### src/rtl/fifo_rd_stream.sv
// -----------------------------------------------------------------------------
// fifo_rd_stream
//
// Read-side adapter between a single-clock FIFO (ren/empty interface with a
// registered dataout, 1-cycle read latency) and a valid/ready stream consumer.
// A 2-entry skid buffer absorbs the word that is still in flight when the
// consumer stalls, so 1 word/clk is sustained and no popped word is lost.
//
// Ports:
//   clk           single clock, all state on the rising edge
//   rst           synchronous, active-high reset
//   fifo_empty    FIFO empty flag
//   fifo_dataout  FIFO read data, valid the cycle after fifo_ren was high
//   fifo_ren      FIFO pop request (combinational, forced low in reset)
//   m_data        stream data (head of the skid buffer)
//   m_valid       stream data valid
//   m_ready       consumer ready; a word transfers when m_valid & m_ready
//   rd_count      words accepted downstream, modulo 2^CNT_W
//   idle          nothing buffered or in flight and the FIFO is empty
// -----------------------------------------------------------------------------
module fifo_rd_stream #(
    parameter int WIDTH = 8,
    parameter int CNT_W = 16
) (
    input  logic             clk,
    input  logic             rst,
    input  logic             fifo_empty,
    input  logic [WIDTH-1:0] fifo_dataout,
    output logic             fifo_ren,
    output logic [WIDTH-1:0] m_data,
    output logic             m_valid,
    input  logic             m_ready,
    output logic [CNT_W-1:0] rd_count,
    output logic             idle
);

    // In-order skid queue; entry 0 is the head presented on m_data.
    logic [WIDTH-1:0] skid_reg  [0:1];
    logic [WIDTH-1:0] skid_next [0:1];

    logic [1:0]       occ_reg;
    logic [1:0]       occ_next;
    logic             pend_reg;
    logic             valid_reg;
    logic [CNT_W-1:0] count_reg;

    logic             pop;
    logic             tail_sel;

    assign pop = valid_reg & m_ready;

    // Words that will be held after this edge, counting the one arriving now.
    // pop implies occ >= 1, so this never underflows; it never exceeds 2
    // because a new read is only issued when it is at most 1.
    assign occ_next = occ_reg + {1'b0, pend_reg} - {1'b0, pop};

    // Issuing a read is safe only if its word will have a free slot when it
    // lands next cycle. The m_ready -> fifo_ren path is intentionally
    // combinational so a pop frees a slot for a read in the same cycle.
    assign fifo_ren = !rst && !fifo_empty && (occ_next <= 2'd1);

    // The arriving word goes to position occ - pop. With pend set, occ is 0 or
    // 1, so that position is 1 only when one word is held and it is not leaving.
    assign tail_sel = (occ_reg == 2'd1) && !pop;

    always_comb begin
        skid_next[0] = pop ? skid_reg[1] : skid_reg[0];
        skid_next[1] = skid_reg[1];
        if (pend_reg) begin
            if (tail_sel) begin
                skid_next[1] = fifo_dataout;
            end else begin
                skid_next[0] = fifo_dataout;
            end
        end
    end

    always_ff @(posedge clk) begin
        if (rst) begin
            // A word in flight is dropped here: the FIFO has already advanced
            // its read pointer, so it cannot be recovered.
            skid_reg[0] <= '0;
            skid_reg[1] <= '0;
            occ_reg     <= 2'd0;
            pend_reg    <= 1'b0;
            valid_reg   <= 1'b0;
            count_reg   <= '0;
        end else begin
            skid_reg[0] <= skid_next[0];
            skid_reg[1] <= skid_next[1];
            occ_reg     <= occ_next;
            pend_reg    <= fifo_ren;
            valid_reg   <= (occ_next != 2'd0);
            if (pop) begin
                count_reg <= count_reg + 1'b1;
            end
        end
    end

    assign m_data   = skid_reg[0];
    assign m_valid  = valid_reg;
    assign rd_count = count_reg;
    assign idle     = fifo_empty && !pend_reg && (occ_reg == 2'd0);

endmodule

### config.mk
export PLATFORM = sky130hd
export DESIGN_NAME = fifo_rd_stream
export DESIGN_NICKNAME = d
export VERILOG_FILES = /design/src/rtl/fifo_rd_stream.sv
export SDC_FILE = /design/constraint.sdc
export NUM_CORES = 1
export LEC_CHECK = 0
export BUFFER_PORTS_ARGS = -buffer_cell sky130_fd_sc_hd__buf_2
export CORE_ASPECT_RATIO = 0.5
export CORE_MARGIN = 8
export CORE_UTILIZATION = 56
export CTS_BUF_LIST = sky130_fd_sc_hd__clkbuf_16
export CTS_CLUSTER_SIZE = 12
export DETAILED_ROUTE_END_ITERATION = 16
export HOLD_SLACK_MARGIN = 0.05
export PLACE_DENSITY = 0.83
export SYNTH_ARGS = -nofsm -noshare
export SYNTH_HDL_FRONTEND = slang
export SYNTH_SLANG_ARGS = --single-unit
### constraint.sdc
create_clock -name clk -period 4.8 [get_ports clk]
set_input_delay 0.96 -clock clk [delete_from_list [all_inputs] [get_ports clk]]
set_output_delay 0.96 -clock clk [all_outputs]
set_load 0.02 [all_outputs]
==> impl_metrics.env <==
export IMPL_async_flop_share=0
export IMPL_route_detailed_drc=0
export IMPL_n_antenna_cell=0
export IMPL_nets=221
export IMPL_switching_power_uw=263.6
export IMPL_netlist_instances=178
export IMPL_rsz0062_at_grt="no"
export IMPL_synth_nets=192
export IMPL_routabilityCongestion=0.7904
export IMPL_worstPathArrival_ps=2590
export IMPL_grtUsageMet2=0.2816
export IMPL_cts_buffers=5
export IMPL_vdd_ir_drop_max_v=0.0002504
export IMPL_syn_area_per_cell_um2=8.934
export IMPL_fp_dieArea_mm2=0.004904
export IMPL_cts_max_level=2
export IMPL_drt_iter0_markers=50
export IMPL_synth_top_area_frac=0.4532
export IMPL_relSlewSlack=0.5704
export IMPL_synth_top_area_cell="dfxtp_1"
export IMPL_routed_via_density=5.482
export IMPL_ys_types=33
export IMPL_grtUsageMet3=0.05125
export IMPL_regToRegSetupSlack_ps=2990
export IMPL_ys_ff_latch=36
export IMPL_seq_area_frac_synth=0.4532
export IMPL_grt_use_total=0.1458
export IMPL_io_pins=39
export IMPL_synth_fa_ha_area_frac=0.01574
export IMPL_combPwrFrac=0.233
export IMPL_clk_path_buf_depth=2
export IMPL_finalSetupViolations=0
export IMPL_synth_most_common_cell="dfxtp_1"
export IMPL_initial_core_util=0.5998
export IMPL_cts_setup_buffers=0
export IMPL_finalSetupTns_ps=0
export IMPL_synth_common_cells="dfxtp_1, nor2_1, nand2_1"
export IMPL_cp_start_kind="input port"
export IMPL_total_power_uw=866.7
export IMPL_power_frac_seq=0.426
export IMPL_grt_pass1_wl_mm=5.685
export IMPL_muxShareOfSynthArea=0.05035
export IMPL_fin_crit_sh=0.7402
export IMPL_wire_per_inst_um=14.06
export IMPL_syn_area_mm2=0.001590
export IMPL_ant_nets=0
export IMPL_cts_root_buf="clkbuf_16"
export IMPL_drive_above_1_share=0.2356
export IMPL_clock_latency_ps=270
export IMPL_slowest_delay_ps=250
export IMPL_max_freq_ghz=0.2815
export IMPL_pwr_share_clk=0.342
export IMPL_tightest_slew_ps=644.3
export IMPL_grt_pass1_vias=1305
export IMPL_required_ps=3840
export IMPL_fp_dieW_um=91.36
export IMPL_rows=13
export IMPL_synthTopCellsByArea="dfxtp_1, nor2_1, nand2_1"
export IMPL_synth_compound_area_frac=0.07789
export IMPL_cp_slowest_cell="xnor2_1"
export IMPL_p_int_uw=603.1
export IMPL_cts_sinks=36
export IMPL_synth_xor_area_share=0.08261
export IMPL_power_density_mw_per_mm2=463.4
export IMPL_synth_edf_count=0
export IMPL_design_area_mm2=0.001871
export IMPL_grt_overflow_total=0
export IMPL_path_cells="buf_2 -> nand2_1 -> xnor2_1 -> ha_1 -> xor2_1 -> xnor2_1 -> nor3b_1 -> buf_2"
export IMPL_wirelength_mm=3.444
export IMPL_final_hold_viol_count=0
export IMPL_ys_flop_type="dfxtp_1"
export IMPL_vias=1343
export IMPL_dr_pass1_iters=4
export IMPL_synth_top_family_by_area="simple AND/OR/NAND/NOR gates"
export IMPL_busiest_layer="met2"
export IMPL_critPathMaxFanout=11
export IMPL_cts_tree="yes"
export IMPL_hpwl_mm=2.414
export IMPL_path_class="in -> out"
export IMPL_area_delta_synth_final_pct=17.62
export IMPL_cts_hold_buf=0
export IMPL_cap_violations=0
export IMPL_slew_violations=0
export IMPL_min_period_ps=3553
export IMPL_placed_area_mm2=0.001734
export IMPL_worst_hold_path_type="reg -> reg"
export IMPL_grt_max_degree=38
export IMPL_synthSimpleGateAreaFrac=0.2620
export IMPL_finClkSkew_ps=2.224
export IMPL_cts_resized=0
export IMPL_gr_usage_met1=0.1422
export IMPL_crit_buf_inv=2
export IMPL_core_region_area_mm2=0.002651
export IMPL_critPathTopFamily="XOR/XNOR gates"
export IMPL_cts_clk_slew_worst_paths_ps=50
export IMPL_grt_antenna_before_repair=0
export IMPL_die_h_um=53.68
export IMPL_power_share_switching=0.3041
export IMPL_endpoint_kind="output pin"
export IMPL_portBuffers=38
export IMPL_yosys_warnings=0
export IMPL_power_leakage_nw=0.8286
export IMPL_status="completed"
## stage by stage
step	cells	hold slack (ps)	worst slack (ps)	utilization
after global routing	245	510.1	1094	0.7055
after floorplan	178	454.5	1315	-
after detailed placement	237	472.0	1264	0.6541
final	245	472.1	1247	0.7055
after CTS	245	475.7	1239	0.7055
after global placement	237	457.8	1372	0.6541
## cell families (layout without fill, tap and decap cells)
group / Yosys count / count (layout)
xor gates and xnor gates: 15 / 15
DFF: 36 / 36
muxes: 8 / 8
buffers and inverters: 16 / 46
AOI/OAI and AO/OA: 17 / 17
and+or+nand+nor: 84 / 84
adders and majority gates: 2 / 2
## layer usage
layer  share of wire  vias up
met2            0.50       40
met3           0.062        9
met1            0.42      629
met4           0.019        0
li1                -      665
met5               0        -
## worst paths after layout
path                                                 from                           end  cells after the start
worst max-delay path                              m_ready                      fifo_ren                      8
worst min-delay path            rd_count[15]$_SDFFE_PP0P_     rd_count[15]$_SDFFE_PP0P_                      2
worst max register to register         m_valid$_SDFF_PP0_  skid_reg[0][14]$_SDFFE_PP0P_                      4
worst min register to register  rd_count[15]$_SDFFE_PP0P_     rd_count[15]$_SDFFE_PP0P_                      2
## cell type report
type,instances,area [um^2]
Fill cell,208,780.7
Multi-Input combinational cell,126,777.0
Sequential cell,36,720.7
Timing Repair Buffer,38,190.2
Clock buffer,5,125.1
Tap cell,37,46.29
Clock inverter,3,11.26
## worst min-delay path: stages (launching register included)
cell     delay, ps
dfxtp_1        310
o31ai_1         60
a21oi_1         50
## power by group through the flow
| stage | Sequential, mW | Clock (mW) | Combinational, mW |
|---|---|---|---|
| 4_1_cts | 0.368 | 0.301 | 0.204 |
| 3_3_place_gp | 0.372 | 0 | 0.196 |
| 5_1_grt | 0.375 | 0.319 | 0.220 |
| 2_1_floorplan | 0.375 | 0 | 0.167 |
| 6_report | 0.369 | 0.296 | 0.202 |
| 3_5_place_dp | 0.373 | 0 | 0.203 |
## cells in the final DEF (no fill, tap or decap), types with 2 or more instances in the layout
cell       Yosys  routed
a21oi_1        4       4
nor3b_1        2       2
inv_1          0       2
nand3_1        3       3
a311oi_1       8       8
dfxtp_1       36      36
nand2_1       26      26
and4_4         2       2
ha_1           2       2
o21ai_0        2       2
or3_2          2       2
xor2_1         7       7
nor3_1         3       3
nor4_1         2       2
nand4_1        5       5
buf_2          2      38
nor2_1        30      30
clkbuf_16      0       5
xnor2_1        8       8
mux2i_1        8       8
Note: power is estimated with default switching activity, not from simulation.
